**src/rtl/spreading_factors_pkg.sv**
```systemverilog
// Spreading-factor encoding shared by the DCSK modulator and its neighbours.
// Chips per half-frame is 4 << sf.
package spreading_factors_pkg;

  typedef enum logic [1:0] {
    SF4  = 2'd0,
    SF8  = 2'd1,
    SF16 = 2'd2,
    SF32 = 2'd3
  } sf_t;

endpackage

```
**src/rtl/dcsk_frame_mod_if.sv**
```systemverilog
// Handshake bundle for dcsk_frame_mod: message bit intake, chaos intake, chip output.
// The slave modport is the modulator's view; the master modport is its environment's.
interface dcsk_frame_mod_if
  import spreading_factors_pkg::*;
#(
  parameter int unsigned CHIP_W = 8
) ();

  sf_t                      sf;
  logic                     bit_valid;
  logic                     bit_data;
  logic                     bit_ready;
  logic                     chaos_valid;
  logic signed [CHIP_W-1:0] chaos_data;
  logic                     chaos_ready;
  logic                     out_valid;
  logic signed [CHIP_W-1:0] out_data;
  logic                     out_ref;
  logic                     out_last;
  logic                     out_ready;

  modport master (
    output sf, bit_valid, bit_data, chaos_valid, chaos_data, out_ready,
    input  bit_ready, chaos_ready, out_valid, out_data, out_ref, out_last
  );

  modport slave (
    input  sf, bit_valid, bit_data, chaos_valid, chaos_data, out_ready,
    output bit_ready, chaos_ready, out_valid, out_data, out_ref, out_last
  );

endinterface

```
**src/rtl/dcsk_frame_mod.sv**
```systemverilog
// DCSK frame modulator: per message bit, N reference chips taken from the chaos source,
// then the same N samples replayed (saturating-negated for bit 0) as information chips.
module dcsk_frame_mod
  import spreading_factors_pkg::*;
#(
  parameter int unsigned CHIP_W = 8,
  parameter int unsigned MAX_N  = 32
) (
  input logic             clk,
  input logic             rst,
  dcsk_frame_mod_if.slave bus
);

  localparam int unsigned CntW = $clog2(MAX_N);

  localparam logic [1:0] StIdle = 2'd0;
  localparam logic [1:0] StRef  = 2'd1;
  localparam logic [1:0] StInfo = 2'd2;

  localparam logic signed [CHIP_W-1:0] ChipMin = {1'b1, {(CHIP_W-1){1'b0}}};
  localparam logic signed [CHIP_W-1:0] ChipMax = {1'b0, {(CHIP_W-1){1'b1}}};

  logic [1:0]               state_q, state_d;
  logic [CntW-1:0]          cnt_q, cnt_d;
  logic [CntW-1:0]          last_idx_q, last_idx_d;
  logic                     bit_q, bit_d;
  logic                     out_valid_q, out_valid_d;
  logic signed [CHIP_W-1:0] out_data_q, out_data_d;
  logic                     out_ref_q, out_ref_d;
  logic                     out_last_q, out_last_d;
  logic signed [CHIP_W-1:0] ref_buf_q [MAX_N];

  logic                     out_free;
  logic                     chaos_fire;
  logic                     info_load;
  logic                     cnt_at_last;
  logic [CntW-1:0]          sf_last_idx;
  logic signed [CHIP_W-1:0] replay;
  logic signed [CHIP_W-1:0] info_chip;

  // Negating the most negative code would wrap, so it clamps to the most positive one.
  function automatic logic signed [CHIP_W-1:0] sat_neg(input logic signed [CHIP_W-1:0] x);
    return (x == ChipMin) ? ChipMax : -x;
  endfunction

  always_comb begin
    sf_last_idx = CntW'(3);
    unique case (bus.sf[1:0])
      2'd0: sf_last_idx = CntW'(3);
      2'd1: sf_last_idx = CntW'(7);
      2'd2: sf_last_idx = CntW'(15);
      2'd3: sf_last_idx = CntW'(31);
    endcase
  end

  // The output register can take a new chip whenever it is empty or draining this cycle.
  assign out_free    = !out_valid_q || bus.out_ready;
  assign cnt_at_last = (cnt_q == last_idx_q);
  assign chaos_fire  = (state_q == StRef) && out_free && bus.chaos_valid;
  assign info_load   = (state_q == StInfo) && out_free;
  assign replay      = ref_buf_q[cnt_q];
  assign info_chip   = bit_q ? replay : sat_neg(replay);

  assign bus.bit_ready   = (state_q == StIdle);
  assign bus.chaos_ready = (state_q == StRef) && out_free;
  assign bus.out_valid   = out_valid_q;
  assign bus.out_data    = out_data_q;
  assign bus.out_ref     = out_ref_q;
  assign bus.out_last    = out_last_q;

  always_comb begin
    state_d    = state_q;
    cnt_d      = cnt_q;
    last_idx_d = last_idx_q;
    bit_d      = bit_q;
    case (state_q)
      StIdle: begin
        if (bus.bit_valid) begin
          bit_d      = bus.bit_data;
          last_idx_d = sf_last_idx;
          cnt_d      = '0;
          state_d    = StRef;
        end
      end
      StRef: begin
        if (chaos_fire) begin
          if (cnt_at_last) begin
            cnt_d   = '0;
            state_d = StInfo;
          end else begin
            cnt_d = cnt_q + CntW'(1);
          end
        end
      end
      StInfo: begin
        if (info_load) begin
          if (cnt_at_last) begin
            cnt_d   = '0;
            state_d = StIdle;
          end else begin
            cnt_d = cnt_q + CntW'(1);
          end
        end
      end
      default: begin
        state_d = StIdle;
        cnt_d   = '0;
      end
    endcase
  end

  always_comb begin
    out_valid_d = out_valid_q;
    out_data_d  = out_data_q;
    out_ref_d   = out_ref_q;
    out_last_d  = out_last_q;
    if (chaos_fire) begin
      out_valid_d = 1'b1;
      out_data_d  = bus.chaos_data;
      out_ref_d   = 1'b1;
      out_last_d  = 1'b0;
    end else if (info_load) begin
      out_valid_d = 1'b1;
      out_data_d  = info_chip;
      out_ref_d   = 1'b0;
      out_last_d  = cnt_at_last;
    end else if (out_valid_q && bus.out_ready) begin
      out_valid_d = 1'b0;
    end
  end

  always_ff @(posedge clk) begin
    if (rst) begin
      state_q     <= StIdle;
      cnt_q       <= '0;
      last_idx_q  <= '0;
      bit_q       <= 1'b0;
      out_valid_q <= 1'b0;
      out_data_q  <= '0;
      out_ref_q   <= 1'b0;
      out_last_q  <= 1'b0;
    end else begin
      state_q     <= state_d;
      cnt_q       <= cnt_d;
      last_idx_q  <= last_idx_d;
      bit_q       <= bit_d;
      out_valid_q <= out_valid_d;
      out_data_q  <= out_data_d;
      out_ref_q   <= out_ref_d;
      out_last_q  <= out_last_d;
    end
  end

  // Reference samples need no reset: every entry is written before it is replayed.
  always_ff @(posedge clk) begin
    if (chaos_fire) begin
      ref_buf_q[cnt_q] <= bus.chaos_data;
    end
  end

endmodule
```
**src/flat_wrapper.sv**
```systemverilog
// flat-port wrapper written by rule: the top's interface ports become plain ports
module dcsk_frame_mod_flat import spreading_factors_pkg::*;
#(
  parameter int unsigned CHIP_W = 8,
  parameter int unsigned MAX_N  = 32
)
  (clk, rst, bus_sf, bus_bit_valid, bus_bit_data, bus_chaos_valid, bus_chaos_data, bus_out_ready, bus_bit_ready, bus_chaos_ready, bus_out_valid, bus_out_data, bus_out_ref, bus_out_last);
  dcsk_frame_mod_if #(.CHIP_W(CHIP_W)) bus_i ();
  input logic clk;
  input logic rst;
  input wire logic [$bits(bus_i.sf)-1:0] bus_sf;
  input wire logic [$bits(bus_i.bit_valid)-1:0] bus_bit_valid;
  input wire logic [$bits(bus_i.bit_data)-1:0] bus_bit_data;
  input wire logic [$bits(bus_i.chaos_valid)-1:0] bus_chaos_valid;
  input wire logic [$bits(bus_i.chaos_data)-1:0] bus_chaos_data;
  input wire logic [$bits(bus_i.out_ready)-1:0] bus_out_ready;
  output wire logic [$bits(bus_i.bit_ready)-1:0] bus_bit_ready;
  output wire logic [$bits(bus_i.chaos_ready)-1:0] bus_chaos_ready;
  output wire logic [$bits(bus_i.out_valid)-1:0] bus_out_valid;
  output wire logic [$bits(bus_i.out_data)-1:0] bus_out_data;
  output wire logic [$bits(bus_i.out_ref)-1:0] bus_out_ref;
  output wire logic [$bits(bus_i.out_last)-1:0] bus_out_last;
  assign bus_i.sf = bus_sf;
  assign bus_i.bit_valid = bus_bit_valid;
  assign bus_i.bit_data = bus_bit_data;
  assign bus_i.chaos_valid = bus_chaos_valid;
  assign bus_i.chaos_data = bus_chaos_data;
  assign bus_i.out_ready = bus_out_ready;
  assign bus_bit_ready = bus_i.bit_ready;
  assign bus_chaos_ready = bus_i.chaos_ready;
  assign bus_out_valid = bus_i.out_valid;
  assign bus_out_data = bus_i.out_data;
  assign bus_out_ref = bus_i.out_ref;
  assign bus_out_last = bus_i.out_last;
  dcsk_frame_mod #(.CHIP_W(CHIP_W), .MAX_N(MAX_N)) u_core (.clk(clk), .rst(rst), .bus(bus_i));
endmodule
```
**config.mk**
```make
export PLATFORM = sky130hd
export DESIGN_NAME = dcsk_frame_mod_flat
export DESIGN_NICKNAME = d
export VERILOG_FILES = /design/src/rtl/spreading_factors_pkg.sv /design/src/rtl/dcsk_frame_mod_if.sv /design/src/rtl/dcsk_frame_mod.sv /design/src/flat_wrapper.sv
export SDC_FILE = /design/constraint.sdc
export NUM_CORES = 1
export LEC_CHECK = 0
export BUFFER_PORTS_ARGS = -buffer_cell sky130_fd_sc_hd__buf_4
export CAP_MARGIN = 20
export CORE_UTILIZATION = 60
export DETAILED_ROUTE_END_ITERATION = 12
export GPL_TIMING_DRIVEN = 0
export HOLD_SLACK_MARGIN = 0.05
export PLACE_DENSITY_LB_ADDON = 0.1
export SYNTH_ARGS = -nofsm -noshare
export SYNTH_HDL_FRONTEND = slang
export SYNTH_SLANG_ARGS = --single-unit
```
**constraint.sdc**
```tcl
create_clock -name clk -period 3.7 [get_ports clk]
set_input_delay 0.185 -clock clk [delete_from_list [all_inputs] [get_ports clk]]
set_output_delay 0.185 -clock clk [all_outputs]
set_load 0.005 [all_outputs]
```
==> metrics.md, run 1 <==
| Metric | Value |
|---|---|
| Status | `finished clean` |
| Syn_nets | `666` |
| Largest net degree at the start of global routing | `34` |
| Sw Share | `0.241` |
| Global-route wire length before repair | `39300 um` |
| Post-DP Area | `11900 um2` |
| Sequential area share after synthesis | `0.721` |
| Vias per cell | `6.58` |
| Post-synth EDFFs | `256` |
| TritonCTS clock tree | `yes` |
| GPL Wtd Cong | `0.940` |
| Hpwl dp | `17200 um` |
| Hold_ws | `0.0646 ns` |
| Final worst-path setup slack | `0.175 ns` |
| RSZ-0062 raised after global routing | `false` |
| Inserted Diodes | `0` |
| Die area | `19600 um2` |
| Clock share of power | `0.376` |
| Final worst path period share | `0.953` |
| Num ports | `29` |
| Switch Pwr | `0.00173 W` |
| GR Layer Usage met2 | `0.466` |
| Core region area | `18700 um2` |
| Final Instance Area | `12900 um2` |
| Syn avg cell area | `17.8 um2` |
| Non-Filler Instances | `958` |
| Vias | `6300` |
| Num CTS Buffers | `28` |
| Setup TNS | `0 ns` |
| Pre-CTS WS | `0.0835 ns` |
| Buffers added on ports | `26` |
| Clock Skew | `0.0114 ns` |
| Htree depth | `1` |
| Critical Path Max Stage Delay | `0.43 ns` |
| CP Cell Sequence | `buf_4 > clkbuf_4 > buf_4 > mux4_2 > a222oi_1 > nand3_1 > a22oi_1 > a41oi_1 > xnor2_1 > a31o_1` |
| Peak supply drop | `498 uV` |
| Yosys cell types | `54` |
| Synth warn | `0` |
| Leakage | `4.02 nW` |
| R2R setup slack | `0.17 ns` |
| Met1 global-route usage | `0.393` |
| Hold path startpoint | `bus_bit_valid` |
| Post-synthesis cell count | `642` |
| Async set-reset flop share out of synthesis | `0` |
| DRT Pass-1 Iters | `5` |
| Area Overhead vs Synth | `12.5%` |
| Max-cap check violation count | `0` |
| Met3 Use GR | `0.0417` |
| Antenna-violating nets left | `0` |
| Total Wirelength | `26900 um` |
| Die Y | `140 um` |
| WL per Instance | `28.1 um` |
| Worst Path Required | `4.13 ns` |
| GRT overflow | `0` |
| # setup viols final | `0` |
| Fin nets | `727` |
| Starting Density | `0.611` |
| Worst-Skew Late Latency | `0.55 ns` |
| GR peak layer | `met2` |
| Slew Limit Fails | `0` |
| Synth Cell Area | `11400 um2` |
| Residual DRC count | `0` |
| Max Clk Rate | `0.284 GHz` |
| Worst slew pin tran | `1.02 ns` |
| Row cnt | `50` |
| CP startpoint kind | `flop` |
| Tmin final | `3.53 ns` |
| Worst min-delay path class | `in2reg` |
| Worst-path clk slew | `0.06 ns` |
| Share of cells above drive strength 1 | `0.224` |
| Detailed Route Iter0 Violations | `685` |
| Critical path data arrival time | `3.96 ns` |
| Seq pwr share | `0.501` |
| Root Buffer | `clkbuf_16` |
| Die extent in x | `140 um` |
| Internal power | `0.00546 W` |
| Vias in the first global route | `6240` |
| CP most frequent cell | `buf_4` |
| Relative slew slack | `0.320` |
| CTS Sinks | `284` |
| Pwr/cell area | `559 nW/um2` |
| Maximum net fanout on the critical path | `10` |
| Logic pwr share | `0.123` |
| Setup CP Type | `reg2reg` |
| Postcts setup bufs | `0` |
| Placed cell count | `902` |
| Worst Setup End Kind | `flop` |
| Antenna violations before repair | `0` |
| Worst path slowest cell | `dfxtp_1` |
| GRT Total Usage | `0.285` |
| Ys flop type | `edfxtp_1` |
| Yosys reg bits | `284` |
| Clock buffer depth | `3` |
| Final Hold Vio Count | `0` |
-- critical path, delay by kind of cell, from the launching register on --
| kind | cells | cell delay (ns) |
|---|---|---|
| AO/OA/AOI/OAI | 4 | 1.23 |
| XOR/XNOR | 1 | 0.19 |
| buffers and inverters | 3 | 0.92 |
| flip-flops | 1 | 0.43 |
| multiplexers | 1 | 0.37 |
| AND/OR/NAND/NOR | 1 | 0.27 |
-- logic make-up after synthesis --
kind of cell,share of synthesized area
XOR/XNOR,0.00843
flip-flops,0.721
multiplexers,0.139
adder cells (fa/ha/maj),0.00876
buffers and inverters,0.0179
AO/OA/AOI/OAI,0.0436
AND/OR/NAND/NOR,0.0606
-- final cells by class --
cell class	count	area [um2]
well taps	234	293
fillers	1243	5840
clock buffers	38	738
flip-flops and latches	284	8250
clock inverters	13	135
inverters	13	48.8
plain buffers	30	163
multi-input cells	314	2980
repair buffers	32	255
-- path summary, 6_finish.rpt --
path,end,depth (start not counted)
max,u_core.bus.out_data[7],10
min reg2reg,u_core.bus.out_data[0],2
max reg2reg,u_core.bus.out_data[7],10
min,u_core.last_idx_q[3],3
-- power by group through the flow --
stage | clock, W | combinational, W | sequential [W]
2_1_floorplan | 0 | 0.000551 | 0.00367
3_3_place_gp | 0 | 0.000833 | 0.00367
3_5_place_dp | 0 | 0.000856 | 0.00367
4_1_cts | 0.00271 | 0.000870 | 0.00361
5_1_grt | 0.00284 | 0.000946 | 0.00361
6_report | 0.00270 | 0.000882 | 0.00361
-- layer usage --
metal,part of all wire,vias to the layer above
met5,0,-
met4,0.040,0
met3,0.069,66
li1,-,2692
met2,0.49,313
met1,0.40,3229
-- flip-flops by register name (all words and copies together), names as in the netlist, named ones only --
signal                count
u_core.ref_buf_q        256
u_core.bus.out_last       1
u_core.state_q            2
u_core.cnt_q              5
u_core.bus.out_ref        1
u_core.last_idx_q         4
u_core.bus.out_valid      1
u_core.bus.out_data       8
u_core.bit_q              1
-- through the flow --
| step | util | power (W) |
|---|---|---|
| floorplan | - | 0.00422 |
| global placement | 0.637 | 0.00450 |
| detailed placement | 0.637 | 0.00453 |
| CTS | 0.687 | 0.00719 |
| global route | 0.688 | 0.00740 |
| finish | 0.688 | 0.00719 |
-- synthesized netlist by cell type, types with 4 or more instances --
cell type	number	area, um2
o21ai_0	9	45.0
nand3_1	8	40.0
nand3b_1	6	45.0
or3b_2	5	43.8
dfxtp_1	28	561
nor2b_1	5	31.3
mux2i_1	14	140
a22oi_1	5	37.5
mux2_2	5	56.3
xnor2_1	6	52.6
mux4_2	62	1400
clkbuf_1	10	37.5
inv_1	13	48.8
ha_1	8	100
a21oi_1	18	90.1
edfxtp_1	256	7690
a211oi_1	4	30.0
nor3_1	7	35.0
o22ai_1	10	62.6
xor2_1	5	43.8
nand2_1	37	139
and2_1	4	25.0
nor2_1	54	203
buf_2	14	70.1
-- repair_timing --
item | CTS | global route
gates resized for setup | 0 | 4
hold buffers | 6 | 0
endpoints found under the hold margin | 5 | 0
setup endpoints to repair | 0 | 8
-- placed cells by master, fill, tap and decap left out, drive strengths merged, types with 7 or more instances in the layout --
cell,n
mux4,62
clkbuf,51
o21ai,9
nand2,37
inv,13
nand3,8
ha,8
buf,43
dfxtp,28
clkinv,7
nor2,55
mux2i,14
o22ai,10
edfxtp,256
a21oi,18
nor3,8
(Power assumes the default switching activity.)
==> run 2: changes to the inputs <==
Settings changed: CORE_UTILIZATION 60 to 56.
Clock period 3.7 ns to 3 ns, I/O delays scaled along.
==> metrics.md, run 2 (synthesis results as in run 1) <==
| Metric | Value |
|---|---|
| Row cnt | `51` |
| Leakage | `4.25 nW` |
| Largest net degree at the start of global routing | `34` |
| Pre-CTS WS | `-0.673 ns` |
| Vias per cell | `6.37` |
| Worst Path Required | `3.17 ns` |
| Htree depth | `1` |
| Global-route wire length before repair | `40800 um` |
| End of the worst register-to-register path | `u_core.ref_buf_q[1][1]` |
| Max-cap check violation count | `0` |
| GPL Wtd Cong | `0.917` |
| Die Y | `145 um` |
| GRT Total Usage | `0.283` |
| Worst Setup End Kind | `flop` |
| Worst-path clk slew | `0.06 ns` |
| Inserted Diodes | `0` |
| Share of cells above drive strength 1 | `0.290` |
| Failing checks | `setup timing` |
| Reg-to-Reg Start | `u_core.state_q[1]` |
| Antenna violations before repair | `0` |
| Met2 WL | `13600 um` |
| Tmin final | `3.08 ns` |
| CTS Sinks | `284` |
| CP Capture Point | `u_core.ref_buf_q[1][1]` |
| Most frequent cells in the layout | `256 x edfxtp_1, 62 x mux4_2, 54 x buf_4, 36 x nand2_1` |
| Placed cell count | `933` |
| GRT overflow | `0` |
| Die area | `21000 um2` |
| Clock Skew | `0.0145 ns` |
| Vias in the first global route | `6357` |
| DRT Pass-1 Iters | `5` |
| Slew Limit Fails | `0` |
| Hold path startpoint | `bus_chaos_data[0]` |
| Max reg flops | `256` |
| Num CTS Buffers | `28` |
| Critical path origin | `u_core.state_q[1]` |
| CP Cell Sequence | `inv_1 > ha_1 > and3_1 > buf_2 > buf_1 > nand2_1 > nor2_1` |
| Cells on worst reg2reg path | `7` |
| Most common cell after layout, fill and taps aside | `edfxtp_1` |
| Vias | `6537` |
| Clock buffer depth | `3` |
| Max Clk Rate | `0.324 GHz` |
| Met1 WL | `11300 um` |
| Worst slew pin tran | `0.911 ns` |
| Core region area | `19700 um2` |
| Maximum net fanout on the critical path | `10` |
| TritonCTS clock tree | `yes` |
| Die extent in x | `145 um` |
| Setup CP Type | `reg2reg` |
| Antenna-violating nets left | `0` |
| Buffers added on ports | `26` |
| Fin nets | `764` |
| Biggest register | `u_core.ref_buf_q` |
| R2R setup slack | `-0.08 ns` |
| Worst path slowest cell | `nor2_1` |
| Worst-Skew Late Latency | `0.55 ns` |
| Buf/Inv on CP | `3` |
| Status | `finished, violations left` |
| Num ports | `29` |
| Critical path data arrival time | `3.26 ns` |
| Final Hold Vio Count | `0` |
| Worst min-delay path class | `in2reg` |
| Filler cell count in the final layout | `1264` |
| Total Wirelength | `28400 um` |
| Relative slew slack | `0.390` |
| Hpwl dp | `17900 um` |
| Residual DRC count | `0` |
| Starting Density | `0.580` |
| Area Overhead vs Synth | `17.8%` |
| WL per Instance | `27.7 um` |
| Root Buffer | `clkbuf_16` |
| CP startpoint kind | `flop` |
| Critical Path Max Stage Delay | `0.82 ns` |
| Detailed Route Iter0 Violations | `879` |
| RSZ-0062 raised after global routing | `true` |
| Met3 WL post-DR | `2630 um` |
| Final worst-path setup slack | `-0.0849 ns` |
| Critical path depth | `7` |
| Pwr/cell area | `666 nW/um2` |
| DR top layer | `met4` |
| # setup viols final | `64` |
| Non-Filler Instances | `1026` |
| Peak supply drop | `633 uV` |
| Crit path max-delay family | `simple AND/OR/NAND/NOR gates` |
| Final worst path period share | `1.03` |
==> run 2: layout make-up <==
cell class / instances / area [um2] / area share
repair buffers: 69 / 581 / 0.0431
clock inverters: 13 / 66.3 / 0.00492
multi-input cells: 314 / 3120 / 0.232
plain buffers: 30 / 288 / 0.0214
well taps: 265 / 332 / 0.0246
flip-flops and latches: 284 / 8260 / 0.613
inverters: 13 / 48.8 / 0.00362
clock buffers: 38 / 779 / 0.0579
==> run 2: worst min-delay path by stage <==
stage	to	cells after the start
finish	u_core.ref_buf_q[22][0]	1
global route	u_core.ref_buf_q[22][0]	1
CTS	u_core.ref_buf_q[24][2]	1
detailed placement	u_core.bit_q	3
global placement	u_core.bit_q	3
floorplan	u_core.ref_buf_q[0][0]	0
==> run 2: worst register-to-register path, cell delays in order (launching register included) <==
cell     delay [ns]
dfxtp_1        0.35
inv_1          0.09
ha_1           0.23
and3_1         0.16
buf_2          0.20
buf_1          0.44
nand2_1        0.42
nor2_1         0.82
==> run 2: what timing repair did <==
item | in CTS | in global routing
hold buffers | 17 | 1
setup buffers | 0 | 24
setup endpoints to repair | 79 | 261
resized for setup | 43 | 47
endpoints found under the hold margin | 142 | 1
pin swaps | 2 | 7
cloned | 0 | 1
==> run 2: where the power goes <==
group	internal (W)	switching, W	total (W)
clock network	0.00181	0.00143	0.00324
logic	0.000575	0.000703	0.00128
registers	0.00440	0.0000590	0.00445
total	0.00678	0.00220	0.00897
==> run 2: through the flow <==
step | total power (W) | instance area [um2] | util | hold WS, ns | setup TNS [ns]
after floorplan | 0.00520 | 11400 | - | 0.249 | 0
after global placement | 0.00555 | 12000 | 0.607 | 0.439 | -4.56
after detailed placement | 0.00559 | 12000 | 0.607 | 0.441 | -7.16
after CTS | 0.00884 | 13100 | 0.665 | 0.0502 | -2.01
after global routing | 0.00924 | 13500 | 0.683 | 0.0538 | -23.60
final | 0.00897 | 13500 | 0.683 | 0.0501 | -3.20
==> run 2: routing by layer <==
layer	track usage	vias to the layer above
met5	0	-
met4	0.104	0
met3	0.0632	60
met2	0.442	355
met1	0.394	3362
li1	-	2760
